==> src/rtl/sar_search_4bit_if.sv <==
// Comparator-side bundle for the SAR search engine: start request, B operand out, g/e/l flags in,
// and the held search report (result, compare count, error).
interface sar_search_4bit_if #(
  parameter int WIDTH = 4
);
  localparam int CW = $clog2(WIDTH + 1);

  logic             start;
  logic             g;
  logic             e;
  logic             l;
  logic [WIDTH-1:0] guess;
  logic             busy;
  logic             done;
  logic [WIDTH-1:0] result;
  logic             err;
  logic [CW-1:0]    cmp_cnt;

  // master: the search engine that produces the operand and consumes the flags
  modport master (
    input  start, g, e, l,
    output guess, busy, done, result, err, cmp_cnt
  );

  // slave: the requester/comparator side
  modport slave (
    output start, g, e, l,
    input  guess, busy, done, result, err, cmp_cnt
  );
endinterface

==> src/rtl/sar_search_4bit.sv <==
// Successive-approximation search: drives guess to a comparator, resolves the target in at most
// WIDTH compares (LAT cycles each), then pulses done with result, compare count and error flag.
module sar_search_4bit #(
  parameter int WIDTH = 4,
  parameter int LAT   = 1
) (
  input  logic               clk_i,
  input  logic               rst_i,
  sar_search_4bit_if.master  cmp_if
);
  localparam int CW = $clog2(WIDTH + 1);
  localparam int IW = (WIDTH > 1) ? $clog2(WIDTH) : 1;
  localparam int TW = (LAT > 1) ? $clog2(LAT + 1) : 1;

  typedef enum logic [1:0] {S_IDLE, S_WAIT, S_DONE} state_t;

  state_t           state_q, state_d;
  logic [WIDTH-1:0] guess_q, guess_d;
  logic [WIDTH-1:0] result_q, result_d;
  logic [CW-1:0]    cmp_cnt_q, cmp_cnt_d;
  logic [IW-1:0]    idx_q, idx_d;
  logic [TW-1:0]    cnt_q, cnt_d;
  logic             err_q, err_d;
  logic             busy_q, busy_d;
  logic             done_q, done_d;

  logic             flags_onehot;
  logic [WIDTH-1:0] upd;

  assign flags_onehot = ( cmp_if.g & ~cmp_if.e & ~cmp_if.l) |
                        (~cmp_if.g &  cmp_if.e & ~cmp_if.l) |
                        (~cmp_if.g & ~cmp_if.e &  cmp_if.l);

  always_comb begin
    state_d   = state_q;
    guess_d   = guess_q;
    result_d  = result_q;
    cmp_cnt_d = cmp_cnt_q;
    idx_d     = idx_q;
    cnt_d     = cnt_q;
    err_d     = err_q;
    busy_d    = 1'b0;
    done_d    = 1'b0;
    upd       = guess_q;

    case (state_q)
      S_IDLE: begin
        if (cmp_if.start) begin
          idx_d     = IW'(WIDTH - 1);
          guess_d   = {1'b1, {(WIDTH-1){1'b0}}};
          result_d  = '0;
          err_d     = 1'b0;
          cmp_cnt_d = '0;
          cnt_d     = TW'(LAT);
          state_d   = S_WAIT;
          busy_d    = 1'b1;
        end
      end

      S_WAIT: begin
        busy_d = 1'b1;
        if (cnt_q == TW'(1)) begin
          cmp_cnt_d = cmp_cnt_q + CW'(1);
          if (!flags_onehot) begin
            err_d    = 1'b1;
            result_d = '0;
            state_d  = S_DONE;
          end else if (cmp_if.e) begin
            result_d = guess_q;
            state_d  = S_DONE;
          end else begin
            // l means the target is below the guess, so the trial bit is dropped
            if (cmp_if.l) upd[idx_q] = 1'b0;
            if (idx_q == '0) begin
              guess_d  = upd;
              result_d = upd;
              state_d  = S_DONE;
            end else begin
              upd[idx_q - IW'(1)] = 1'b1;
              guess_d = upd;
              idx_d   = idx_q - IW'(1);
              cnt_d   = TW'(LAT);
            end
          end
          if (state_d == S_DONE) begin
            busy_d = 1'b0;
            done_d = 1'b1;
          end
        end else begin
          cnt_d = cnt_q - TW'(1);
        end
      end

      S_DONE: begin
        state_d = S_IDLE;
      end

      default: begin
        state_d = S_IDLE;
      end
    endcase
  end

  always_ff @(posedge clk_i) begin
    if (rst_i) begin
      state_q   <= S_IDLE;
      guess_q   <= '0;
      result_q  <= '0;
      cmp_cnt_q <= '0;
      idx_q     <= '0;
      cnt_q     <= '0;
      err_q     <= 1'b0;
      busy_q    <= 1'b0;
      done_q    <= 1'b0;
    end else begin
      state_q   <= state_d;
      guess_q   <= guess_d;
      result_q  <= result_d;
      cmp_cnt_q <= cmp_cnt_d;
      idx_q     <= idx_d;
      cnt_q     <= cnt_d;
      err_q     <= err_d;
      busy_q    <= busy_d;
      done_q    <= done_d;
    end
  end

  assign cmp_if.guess   = guess_q;
  assign cmp_if.result  = result_q;
  assign cmp_if.cmp_cnt = cmp_cnt_q;
  assign cmp_if.err     = err_q;
  assign cmp_if.busy    = busy_q;
  assign cmp_if.done    = done_q;
endmodule

==> src/flat_wrapper.sv <==
// flat-port wrapper written by rule: the top's interface ports become plain ports
module sar_search_4bit_flat 
#(
  parameter int WIDTH = 4,
  parameter int LAT   = 1
)
  (clk_i, rst_i, cmp_if_start, cmp_if_g, cmp_if_e, cmp_if_l, cmp_if_guess, cmp_if_busy, cmp_if_done, cmp_if_result, cmp_if_err, cmp_if_cmp_cnt);
  sar_search_4bit_if #(.WIDTH(WIDTH)) cmp_if_i ();
  input  logic clk_i;
  input  logic rst_i;
  input wire logic [$bits(cmp_if_i.start)-1:0] cmp_if_start;
  input wire logic [$bits(cmp_if_i.g)-1:0] cmp_if_g;
  input wire logic [$bits(cmp_if_i.e)-1:0] cmp_if_e;
  input wire logic [$bits(cmp_if_i.l)-1:0] cmp_if_l;
  output wire logic [$bits(cmp_if_i.guess)-1:0] cmp_if_guess;
  output wire logic [$bits(cmp_if_i.busy)-1:0] cmp_if_busy;
  output wire logic [$bits(cmp_if_i.done)-1:0] cmp_if_done;
  output wire logic [$bits(cmp_if_i.result)-1:0] cmp_if_result;
  output wire logic [$bits(cmp_if_i.err)-1:0] cmp_if_err;
  output wire logic [$bits(cmp_if_i.cmp_cnt)-1:0] cmp_if_cmp_cnt;
  assign cmp_if_i.start = cmp_if_start;
  assign cmp_if_i.g = cmp_if_g;
  assign cmp_if_i.e = cmp_if_e;
  assign cmp_if_i.l = cmp_if_l;
  assign cmp_if_guess = cmp_if_i.guess;
  assign cmp_if_busy = cmp_if_i.busy;
  assign cmp_if_done = cmp_if_i.done;
  assign cmp_if_result = cmp_if_i.result;
  assign cmp_if_err = cmp_if_i.err;
  assign cmp_if_cmp_cnt = cmp_if_i.cmp_cnt;
  sar_search_4bit #(.WIDTH(WIDTH), .LAT(LAT)) u_core (.clk_i(clk_i), .rst_i(rst_i), .cmp_if(cmp_if_i));
endmodule
==> config.mk <==
export PLATFORM = sky130hd
export DESIGN_NAME = sar_search_4bit_flat
export DESIGN_NICKNAME = d
export VERILOG_FILES = /design/src/rtl/sar_search_4bit_if.sv /design/src/rtl/sar_search_4bit.sv /design/src/flat_wrapper.sv
export SDC_FILE = /design/constraint.sdc
export NUM_CORES = 1
export LEC_CHECK = 0
export CORE_ASPECT_RATIO = 0.5
export CORE_MARGIN = 5
export CORE_UTILIZATION = 30
export CTS_BUF_LIST = sky130_fd_sc_hd__clkbuf_4
export DETAILED_ROUTE_END_ITERATION = 10
export SYNTH_ARGS = -nofsm -noshare
export SYNTH_HDL_FRONTEND = slang
export SYNTH_SLANG_ARGS = --single-unit
==> constraint.sdc <==
create_clock -name clk_i -period 1.49 [get_ports clk_i]
set_input_delay 0.298 -clock clk_i [delete_from_list [all_inputs] [get_ports clk_i]]
set_output_delay 0.298 -clock clk_i [all_outputs]
set_load 0.01 [all_outputs]
After elaboration in Yosys (flattened, before gate mapping)

Index checks and enable logic that the tools add are counted.
W data, S select, Z words.

Register bits: 19
Output and inout bits: 14
Logic and storage cells: 104

Add/subtract/negate cells: 3
Order comparisons: 4
Eq/ne operators: 9
Muxes and demuxes: 50
Bitwise operators: 16
Reductions and logical operators: 13

Operator list:

| operator             | number |
|---|---|
| $mux W4              | 15 |
| $mux W2              | 12 |
| $pmux W4 S2          | 2 |
| $mux W1              | 11 |
| $ne A2 B2 Y1 const B | 4 |
| $pmux W2 S2          | 2 |
| $reduce_and A4 Y1    | 2 |
| $and A1 B1 Y1        | 6 |
| $lt A2 B3 Y1 const B | 2 |
| $mux W3              | 2 |
| $pmux W1 S2          | 3 |
| $pmux W3 S2          | 1 |
| $reduce_and A6 Y1    | 1 |
| $not A1 Y1           | 5 |
| $reduce_and A5 Y1    | 1 |
| $and A4 B4 Y4        | 1 |
| $demux W1 S2         | 2 |
| $ge A2 B1 Y1 const B | 2 |
| $logic_not A2 Y1     | 2 |
| $ne A2 B1 Y1 const B | 2 |
| $ne A4 B4 Y1 const B | 1 |
| $not A4 Y4           | 1 |
| $or A4 B4 Y4         | 1 |
| $reduce_and A2 Y1    | 2 |
| 10 further kinds     | 12 |

Depth between registers and ports, before layout

Depth after elaboration: 17
Mapped depth: 6

Worst setup path after synthesis

No wires, ideal clock.

Kind: register to register
Start point: register u_core.idx_q[0]
End point: register u_core.idx_q[0]
Library setup time: 0.086 ns
Data arrival time: 1.381 ns
Path slack: 0.023 ns
Stages on the path, launching flop included: 7
Buffers on the path: 0
Clock period less this slack: 1.467 ns
Cell sequence: dfxtp_1 > inv_1 > ha_1 > or2_2 > o21ai_1 > a21oi_1 > a211oi_1

Word-level cells in the longest chain between the ends: 6
Elaborated cells between the ends (all ways): 9
Classes of those cells: add/sub (1); eq/ne (1); mux (5); reduce/logical (2)

Ends and longest elaborated chain:

| element                | line                   | source |
|---|---|---|
| start, declared        | sar_search_4bit.sv:21  | `logic [IW-1:0] idx_q, idx_d;` |
| start signal, assigned | sar_search_4bit.sv:120 | `idx_q <= idx_d;` |
| $sub A2 B1 Y2          | sar_search_4bit.sv:81  | `idx_d = idx_q - IW'(1);` |
| $mux W2                | sar_search_4bit.sv:74  | `if (idx_q == '0) begin` |
| $mux W2                | sar_search_4bit.sv:68  | `end else if (cmp_if.e) begin` |
| $mux W2                | sar_search_4bit.sv:64  | `if (!flags_onehot) begin` |
| $mux W2                | sar_search_4bit.sv:62  | `if (cnt_q == TW'(1)) begin` |
| $pmux W2 S2            | sar_search_4bit.sv:46  | `case (state_q)` |

Parallel ways exist; a longest one is shown, timed or not. The select of a mux whose other input is x is not followed.
A chain may end at the register's enable or synchronous reset.

Worst setup path in the final report

Start point: register u_core.busy_q (netlist: u_core.cmp_if.busy)
End point: output port cmp_if_busy

RTL lines:

| element                | line                   | source |
|---|---|---|
| start, declared        | sar_search_4bit.sv:24  | `logic busy_q, busy_d;` |
| start signal, assigned | sar_search_4bit.sv:123 | `busy_q <= busy_d;` |
| end, declared          | flat_wrapper.sv:16     | `output wire logic [$bits(cmp_if_i.busy)-1:0] cmp_if_busy;` |

No word-level cell between the ends.

==> results by group <==
Power and ir drop
  – Power Total: 1184 uW
  – Maximum vdd drop: 0.0002808 V
  – Sequential Power Share: 46.6%
  – Comb pwr share: 29.1%
  – Sw Ratio: 29.69%
  – Pwr Density: 803.4 mW/mm^2
  – Leakage power: 0.0006796 uW
  – Switching power: 351.6 uW
  – Clk network pwr share: 24.3%
  – Int Power: 832.6 uW

Critical path
  – R2R Setup Slk: 0.08 ns
  – RR Startpoint: u_core.idx_q[0]$_SDFFE_PP0P_
  – Max incr delay on CP: 0.52 ns
  – Worst Path Arrival: 1.14 ns
  – Critical-path top delay cell: clkdlybuf4s50_1
  – Buf+Inv Stages, Crit Path: 1
  – CP top delay family: buffers and inverters
  – R2R cell count: 7
  – Cell chain of the critical path: clkdlybuf4s50_1
  – Worst setup EP type: primary output
  – Setup crit start: u_core.cmp_if.busy$_SDFF_PP0_
  – WS Path Type: flop to primary output
  – Worst endpoint required time: 1.19 ns
  – CP max FO: 1
  – R2r endpoint: u_core.cmp_if.guess[0]$_SDFFE_PP0P_
  – Critical path depth: 1
  – Startpoint type of the worst setup path: flop

Worst hold path
  – Hold Path End: u_core.cmp_if.result[3]$_SDFFE_PP0P_
  – Hold path startpoint: u_core.cmp_if.result[3]$_SDFFE_PP0P_
  – Hold Path Depth: 1
  – Tightest Hold Check Type: flop to flop

Global routing
  – Global-route usage over all layers: 11.34%
  – Pin count of the biggest net entering global routing: 15
  – Vias in the first global route: 886
  – Antenna violations before repair: 0
  – Total grt overflow: 0
  – Global-route wire length before repair: 4215 um

Clock tree
  – CTS Hold Bufs: 0
  – Setup Fix Bufs, Post-CTS: 0
  – Worst skew pair latency: 0.30 ns
  – CTS sink count: 19
  – CTS clock-pin slew for the worst setup and hold paths: 0.11 ns
  – Bufs on Longest Clock Path: 2
  – Total clock buffers created by CTS: 3
  – CTS tree: built
  – # H-tree levels: 1
  – Clock root buffer: clkbuf_4

Synth
  – Mean post-synth cell area: 8.801 sq um
  – Post-Syn Area: 0.001030 sq mm
  – Cell variety after synth: 41
  – Post-Syn Nets: 128
  – Synthesis-stage register bit count: 19
  – Async SR Flop Fraction: 0%
  – Yosys synthesis warning count: 0
  – Post-Syn Instances: 117
  – Top_reg_cell synth: dfxtp_1
  – Seq/Total Area, Yosys: 36.94%
  – Post-synth EDFFs: 0

Floorplanning
  – Core Region: 0.003359 sq mm
  – Ports: 20
  – Die width: 92.86 um
  – Initial Util: 30.65%
  – Rows: 15
  – Area of the die: 0.004775 sq mm
  – Die Y: 51.43 um

Final layout
  – Nets: 171
  – Share of post-route cells with drive strength above 1: 27.67%
  – Fin util: 43.87%
  – Ant diodes: 0
  – Post-route non-filler standard cell count: 201
  – Area grow syn2layout: 43.13%
  – Filler cell count: 339

Routing
  – Routed via count: 960
  – DRC: 0
  – DRT antenna net count: 0
  – Wire length per cell: 13.09 um
  – 1st-pass router iterations: 4
  – Average vias per placed instance: 4.776
  – Drt initial violations: 27
  – Final WL: 2632 um

Timing
  – Final TNS setup: 0 ns
  – Setup violations, final: 0
  – Final count of hold timing violations: 0
  – Slew Viols, Final: 0
  – Fin crit share: 96.56%
  – Layout Skew: 0.002832 ns
  – Rel. slew slack: 77.96%
  – Peak Freq: 0.6950 GHz
  – Slew of the pin with the lowest slew margin: 0.3306 ns
  – Worst hold slack: 0.4844 ns
  – Tmin final: 1.439 ns

Flow run
  – Max cap viols: 0

Placement
  – Port Buffer Count: 19
  – RePlAce Congestion: 0.8325
  – Inst Count DP: 197
  – Detailed placement HPWL: 2085 um

Run status
  – Outcome: finished, final reports clean
[layout by cell type, fill, tap and decap left out, types with 2 or more instances in the layout]
| master | netlist | layout |
|---|---|---|
| nor2_1 | 10 | 9 |
| nor3b_1 | 3 | 3 |
| nor2b_1 | 4 | 4 |
| dfxtp_1 | 19 | 16 |
| nand3_1 | 3 | 3 |
| and2_1 | 2 | 2 |
| o21ai_0 | 6 | 6 |
| dfxtp_2 | 0 | 3 |
| buf_4 | 2 | 25 |
| xnor2_1 | 2 | 2 |
| dlymetal6s2s_1 | 0 | 3 |
| dlygate4sd2_1 | 0 | 12 |
| clkdlybuf4s50_1 | 0 | 4 |
| nor3_1 | 2 | 2 |
| inv_1 | 5 | 5 |
| or2_2 | 2 | 2 |
| ha_1 | 5 | 4 |
| nand2_1 | 8 | 7 |
| a21oi_1 | 8 | 8 |
| nand3b_1 | 2 | 2 |
| clkbuf_4 | 0 | 4 |
| o211ai_1 | 2 | 2 |
| a311oi_1 | 4 | 4 |
| nand2b_1 | 3 | 3 |
| o21bai_1 | 2 | 2 |
[cells in the mapped netlist, drive strengths merged (2+ instances only)]
master	n	area, sq um
o21bai	2	15.01
nand3	3	15.01
a211oi	2	15.01
xnor2	2	17.52
xor2	2	25.03
inv	5	18.77
buf	5	36.28
nand2b	3	18.77
a21oi	8	40.04
dfxtp	19	380.4
and2	2	12.51
a311oi	5	50.04
or2	2	12.51
nor2b	4	25.02
nand2	8	30.03
nor2	10	37.54
nand3b	2	15.01
ha	5	62.56
nor3b	4	35.03
o211ai	2	15.01
nor3	2	10.01
o21ai	7	35.03
[through the flow]
step,instance area [sq um],worst slack [ns]
final,1474,0.05119
after global routing,1474,-0.01432
after CTS,1445,0.01251
after detailed placement,1420,-0.3714
after global placement,1420,-0.3422
after floorplan,1030,0.02324
[worst register-to-register path, cell delays in order, from the launching register on]
cell      delay [ns]
dfxtp_2         0.35
inv_1           0.05
ha_2            0.21
buf_4           0.14
nor2b_1         0.14
o211ai_1        0.17
nand2b_1        0.07
a32o_1          0.19
[logic make-up (layout without fill, tap and decap cells)]
logic type,after synthesis,count (layout),share of synthesized area (%)
flip-flops,19,19,36.94
multiplexers,1,1,1.336
XOR/XNOR,4,4,4.132
adder cells (fa/ha/maj),5,5,6.075
buffers and inverters,11,53,5.710
AND/OR/NAND/NOR,44,44,23.81
AO/OA/AOI/OAI,33,33,21.99
[what timing repair did]
item,CTS,global route
resized for setup,16,8
pin swaps,0,2
endpoints found under the setup margin,17,11
[power groups by stage]
| stage | logic, uW | clock network, uW | registers (uW) |
|---|---|---|---|
| 2_1_floorplan | 164 | 0 | 568 |
| 3_3_place_gp | 331 | 0 | 563 |
| 3_5_place_dp | 334 | 0 | 563 |
| 4_1_cts | 335 | 299 | 551 |
| 5_1_grt | 374 | 325 | 556 |
| 6_report | 345 | 288 | 552 |
[metal layers]
| metal | part of all wire [%] | vias to the layer above | wire length [um] | global-route usage [%] |
|---|---|---|---|---|
| met2 | 46 | 11 | 1221 | 19.19 |
| met3 | 2.8 | 2 | 73 | 3.235 |
| met5 | 0 | - | 0 | 0 |
| li1 | - | 497 | - | - |
| met4 | 0.72 | 0 | 19 | 1.460 |
| met1 | 50 | 450 | 1318 | 14.83 |
[worst max path at each step]
stage                                          end  slack, ns
global placement      u_core.idx_q[1]$_SDFFE_PP0P_      -0.34
CTS                               cmp_if_result[0]       0.01
global route          u_core.idx_q[1]$_SDFFE_PP0P_      -0.01
finish                                 cmp_if_busy       0.05
detailed placement  u_core.state_q[1]$_SDFFE_PP0P_      -0.37
floorplan             u_core.idx_q[0]$_SDFFE_PP0P_       0.02
[state kept, by name (all words and copies together), names as in the netlist]
name,flops
u_core.cmp_if.busy,1
u_core.cmp_if.cmp_cnt,3
u_core.cmp_if.done,1
u_core.cmp_if.err,1
u_core.cmp_if.guess,4
u_core.cmp_if.result,4
u_core.cnt_q,1
u_core.idx_q,2
u_core.state_q,2
[final cells by class]
| cell class | count | area, sq um | area share [%] |
|---|---|---|---|
| Tap cell | 42 | 52.55 | 3.565 |
| Inverter | 5 | 18.77 | 1.273 |
| Multi-Input combinational cell | 87 | 618.1 | 41.94 |
| Sequential cell | 19 | 384.1 | 26.06 |
| Timing Repair Buffer | 44 | 370.4 | 25.13 |
| Clock buffer | 4 | 30.03 | 2.037 |
Note: power is estimated with default switching activity, not from simulation.
==> RTL change 1, RTL diff (same flow settings) <==
`LAT` is set to 1 in 2 places; all go to 2.
--- a/src/rtl/sar_search_4bit.sv
+++ b/src/rtl/sar_search_4bit.sv
@@ -2,7 +2,7 @@
 // WIDTH compares (LAT cycles each), then pulses done with result, compare count and error flag.
 module sar_search_4bit #(
   parameter int WIDTH = 4,
-  parameter int LAT   = 1
+  parameter int LAT   = 2
 ) (
   input  logic               clk_i,
   input  logic               rst_i,
--- a/src/flat_wrapper.sv
+++ b/src/flat_wrapper.sv
@@ -2,7 +2,7 @@
 module sar_search_4bit_flat 
 #(
   parameter int WIDTH = 4,
-  parameter int LAT   = 1
+  parameter int LAT   = 2
 )
   (clk_i, rst_i, cmp_if_start, cmp_if_g, cmp_if_e, cmp_if_l, cmp_if_guess, cmp_if_busy, cmp_if_done, cmp_if_result, cmp_if_err, cmp_if_cmp_cnt);
   sar_search_4bit_if #(.WIDTH(WIDTH)) cmp_if_i ();
Check against the original RTL: not equivalent (Yosys sat finds a counterexample within 4 cycles, from zero or initial values and one cycle with rst_i high).
==> RTL change 1 against the unedited design <==
The run now ends with negative setup slack left; design area up 18%; setup slack worse by 0.058 ns; final cell count grew 12%; critical path depth is 4 higher; wire length up 14%; highest routed layer unchanged; power increased by 21%; area after synthesis up 6.9%; clock skew up 0.0076 ns; sequential cell count up 1; hold slack got worse by 0.013 ns; count of clock-buffer cells in the layout is 1 lower; critical endpoint is now u_core.cmp_if.result[1]$_SDFFE_PP0P_.
==> RTL change 1: results (changes against the unedited design) <==
Status
  – Outcome: finished, violations left (was completed)
  – Failing checks: negative setup slack

Yosys
  – Synth top area cells: dfxtp_1 (36%), ha_1 (6.8%), a32o_1 (4.5%) (was dfxtp_1 (37%), ha_1 (6.1%), a21oi_1 (3.9%))
  – Syn Nets: 132 (was 128)
  – Synth cell count leaders: dfxtp_1 (20), nor2_1 (9), nand2_1 (7) (was dfxtp_1 (19), nor2_1 (10), a21oi_1 (8), nand2_1 (8), o21ai_0 (6))

Global route
  – Number of global-route vias before repair: 1051 (was 886)
  – GRT met3 Usage: 3.587% (was 3.235%)
  – Largest net degree at the start of global routing: 13 (was 15)

STA
  – Setup TNS Final: -0.01018 ns (was 0 ns)
  – Fin worst setup slack: -0.006497 ns (was 0.05119 ns)
  – Worst-margin pin slew: 0.3457 ns (was 0.3306 ns)
  – Layout Skew: 0.01042 ns (was 0.002832 ns)
  – Final setup violating endpoints: 2 (was 0)

Pwr
  – Peak VDD IR: 0.3617 mV (was 0.2808 mV)
  – Clk pwr share: 31.7% (was 24.3%)

Clock tree
  – Clk_lat worst skew: 0.32 ns (was 0.30 ns)

Placed design
  – Placed Cells: 218 (was 197)
  – Placer Congestion: 0.8722 (was 0.8325)
  – Placed wire-length estimate: 2265 µm (was 2085 µm)
  – DP Worst Slack: -0.4807 ns (was -0.3714 ns)

Finish
  – Fillers: 337 (was 339)

Drt
  – Vias: 1074 (was 960)
  – Iter 0 DRT Violations: 68 (was 27)
  – Wl on met1: 1544 µm (was 1318 µm)
  – Final WL: 3000 µm (was 2632 µm)

Setup path
  – Crit path max fanout: 4 (was 1)
  – Crit path DAT: 1.76 ns (was 1.14 ns)
RTL change 1: critical path, stage by stage (launching register included):
cell and delay, ns:
dfxtp_4 0.38, inv_4 0.05, ha_4 0.16, or4_4 0.49, a21oi_4 0.20, a22o_1 0.16
RTL change 1: cell families after synthesis:
| family | count (synthesis) | synth area share, % |
|---|---|---|
| AO/OA/AOI/OAI | 42 | 29.09 |
| AND/OR/NAND/NOR | 39 | 19.09 |
| flip-flops | 20 | 36.36 |
| buffers and inverters | 10 | 5.566 |
| adder cells (fa/ha/maj) | 6 | 6.818 |
| XOR/XNOR | 3 | 3.069 |
RTL change 1: layout make-up:
cell class | count | area share, %
inverter | 4 | 1.152
clock inverter | 1 | 1.728
timing repair buffer | 56 | 26.35
tap | 51 | 3.672
multi-input combinational | 90 | 41.90
clock buffer | 3 | 1.296
sequential | 20 | 23.90
RTL change 1: worst paths after layout:
check	start	slack (ns)	endpoint	cells after the start
min	u_core.cmp_if.result[2]$_SDFFE_PP0P_	0.47	u_core.cmp_if.result[2]$_SDFFE_PP0P_	1
min reg2reg	u_core.cmp_if.result[2]$_SDFFE_PP0P_	0.47	u_core.cmp_if.result[2]$_SDFFE_PP0P_	1
max	u_core.idx_q[0]$_SDFFE_PP0P_	-0.006	u_core.cmp_if.result[1]$_SDFFE_PP0P_	5
max reg2reg	u_core.idx_q[0]$_SDFFE_PP0P_	-0.006	u_core.cmp_if.result[1]$_SDFFE_PP0P_	5
RTL change 1: repair_timing:
action / 4_1_cts / 5_1_grt
setup endpoints to repair: 24 / 13
pin swaps: 11 / 14
hold buffers: 0 / 0
gates resized for setup: 28 / 11
buffers inserted: 1 / 2
==> RTL change 2, RTL diff (same settings) <==
Without the edit above. Re-encode `state_t` (3 states) as one-hot, 3 bits wide.
--- a/src/rtl/sar_search_4bit.sv
+++ b/src/rtl/sar_search_4bit.sv
@@ -12,7 +12,7 @@
   localparam int IW = (WIDTH > 1) ? $clog2(WIDTH) : 1;
   localparam int TW = (LAT > 1) ? $clog2(LAT + 1) : 1;
 
-  typedef enum logic [1:0] {S_IDLE, S_WAIT, S_DONE} state_t;
+  typedef enum logic [2:0] {S_IDLE = 3'b001, S_WAIT = 3'b010, S_DONE = 3'b100} state_t;
 
   state_t           state_q, state_d;
   logic [WIDTH-1:0] guess_q, guess_d;
Check against the original RTL: no difference found for any inputs over 10 cycles, from zero or initial values and one cycle with rst_i high; not proved beyond that.
==> RTL change 2 against the unedited design <==
The flow now finishes with violations (negative setup slack); critical path depth increased by 3; design area is 2.5% higher; area after synthesis rose by 0.73%; wire length rose by 2.6%; sequential cell count is 1 higher; sequential power is 3.6% higher; hold slack got worse by 0.023 ns; core utilization up 0.87 points; clock skew grew 0.0020 ns; die area grew 0.63%; setup slack got worse by 0.12 ns; power fell by 4.4%; highest routed layer unchanged.
==> RTL change 2: results (changes against the unedited design) <==
Status
  – Outcome: finished, violations left (was completed)
  – Failing checks: negative setup slack

Placed design
  – DP Worst Slack: -0.4304 ns (was -0.3714 ns)
  – Placer Congestion: 0.8742 (was 0.8325)
  – Placed Cells: 195 (was 197)
  – Dpl cell area: 1463 µm² (was 1420 µm²)
  – Placed wire-length estimate: 2042 µm (was 2085 µm)
  – Number of I/O port buffers: 19 (unchanged)

Yosys
  – Syn Nets: 125 (was 128)
  – EDFF count, synth: 0 (unchanged)
  – Synth cell count leaders: dfxtp_1 (20), nand2_1 (11), o21ai_0 (9) (was dfxtp_1 (19), nor2_1 (10), a21oi_1 (8), nand2_1 (8), o21ai_0 (6))
  – Synth top area cells: dfxtp_1 (39%), ha_1 (6.0%), o21ai_0 (4.3%) (was dfxtp_1 (37%), ha_1 (6.1%), a21oi_1 (3.9%))
  – Register area share after synthesis: 38.60% (was 36.94%)
  – Count leader, synth: dfxtp_1 (unchanged)
  – Yosys cell types: 38 (was 41)
  – Yosys warns: 0 (unchanged)
  – Syn Area/Cell: 9.099 µm² (was 8.801 µm²)

STA
  – Fin worst setup slack: -0.07107 ns (was 0.05119 ns)
  – Layout Skew: 0.004870 ns (was 0.002832 ns)
  – Slew headroom: 75.89% (was 77.96%)
  – Final setup violating endpoints: 4 (was 0)
  – Setup TNS Final: -0.2191 ns (was 0 ns)

Global route
  – Initial antenna violation count: 0 (unchanged)
  – Largest net degree at the start of global routing: 12 (was 15)
  – Tot GR Track Use: 11.70% (was 11.34%)
  – Global-route wire length before repair: 4360 µm (was 4215 µm)
  – Number of global-route vias before repair: 932 (was 886)

Setup path
  – Crit path DAT: 1.82 ns (was 1.14 ns)
  – Kind of critical path: flip-flop to flip-flop (was flip-flop to output port)
  – Crit path max fanout: 7 (was 1)

Finish
  – NumNets Final: 169 (was 171)
  – Share of cells above drive strength 1: 29.94% (was 27.67%)
  – # diodes: 0 (unchanged)

Clock tree
  – H-tree Lvls: 1 (unchanged)
  – Clk_lat worst skew: 0.31 ns
  – Longest Clk Path Bufs: 2 (unchanged)

Drt
  – Router iterations before antenna repair: 4 (unchanged)
  – Vias per inst: 4.824 (was 4.776)
  – DR WL/cell: 13.57 µm (was 13.09 µm)
  – Final WL: 2700 µm (was 2632 µm)
  – Iter 0 DRT Violations: 38 (was 27)

Pwr
  – Peak VDD IR: 0.2249 mV (was 0.2808 mV)
  – P_leak: 0.6768 nW (was 0.6796 nW)

Min path
  – Hold Crit Class: flip-flop to flip-flop (unchanged)
[RTL change 2: cell count changes after synthesis, sizes merged, moves of 3 or more]
cell and change:
o2bb2ai +4, nand2 +3, nand3 -3, a311oi -5, buf -3
[RTL change 2: final cells by class]
cell class	instances	area [µm²]
fill	348	1867
multi-input combinational	84	631.9
sequential	20	412.9
timing repair buffer	44	369.1
tap	42	52.55
clock buffer	3	22.52
inverter	5	18.77
clock inverter	1	3.754
[RTL change 2: final timing paths]
path | cells after the start | start | slack [ns] | to
max | 4 | u_core.state_q[1]$_SDFFE_PP0P_ | -0.07 | u_core.cmp_if.result[0]$_SDFFE_PP0P_
min | 1 | u_core.cmp_if.cmp_cnt[0]$_SDFFE_PP0P_ | 0.46 | u_core.cmp_if.cmp_cnt[0]$_SDFFE_PP0P_
max reg2reg | 4 | u_core.state_q[1]$_SDFFE_PP0P_ | -0.07 | u_core.cmp_if.result[0]$_SDFFE_PP0P_
min reg2reg | 1 | u_core.cmp_if.cmp_cnt[0]$_SDFFE_PP0P_ | 0.46 | u_core.cmp_if.cmp_cnt[0]$_SDFFE_PP0P_
[RTL change 2: per-layer routing]
| layer | global-route usage, % | share of wire, % | vias to the layer above |
|---|---|---|---|
| li1 | - | - | 502 |
| met1 | 14.24 | 48 | 446 |
| met2 | 20.74 | 48 | 10 |
| met3 | 3.179 | 2.6 | 2 |
| met4 | 2.920 | 0.85 | 0 |
| met5 | 0 | 0 | - |
[RTL change 2: worst max-delay path, stage by stage, from the launching register on]
cell and delay, ns:
dfxtp_4 0.38, and4bb_4 0.37, nor2_4 0.04, or4b_4 0.55, o2bb2ai_2 0.16
[RTL change 2: what timing repair did]
item,4_1_cts,5_1_grt
gates resized for setup,18,9
setup endpoints to repair,17,13
buffers inserted,0,0
pin swaps,2,2
[RTL change 2: power by group]
group	switching, mW	total [mW]	internal, mW	leakage, nW
sequential	0.0157	0.572	0.556	0.165
clock	0.183	0.281	0.0980	0.0154
combinational	0.138	0.279	0.141	0.496
total	0.337	1.13	0.795	0.677
[RTL change 2: logic make-up after synthesis]
kind of cell               synth area share [%]
and+or+nand+nor                           25.93
AOI/OAI and AO/OA                         21.95
DFF                                       38.60
buffers and inverters                     4.101
adders and majority gates                 6.031
xor gates and xnor gates                  2.413
muxes                                    0.9651
[RTL change 2: per-stage QoR]
step | hold WS (ns) | total power [mW]
after CTS | 0.4584 | 1.137
after global placement | 0.4493 | 0.8551
after global routing | 0.4797 | 1.203
after floorplan | 0.4638 | 0.7231
final | 0.4612 | 1.132
after detailed placement | 0.4503 | 0.8596
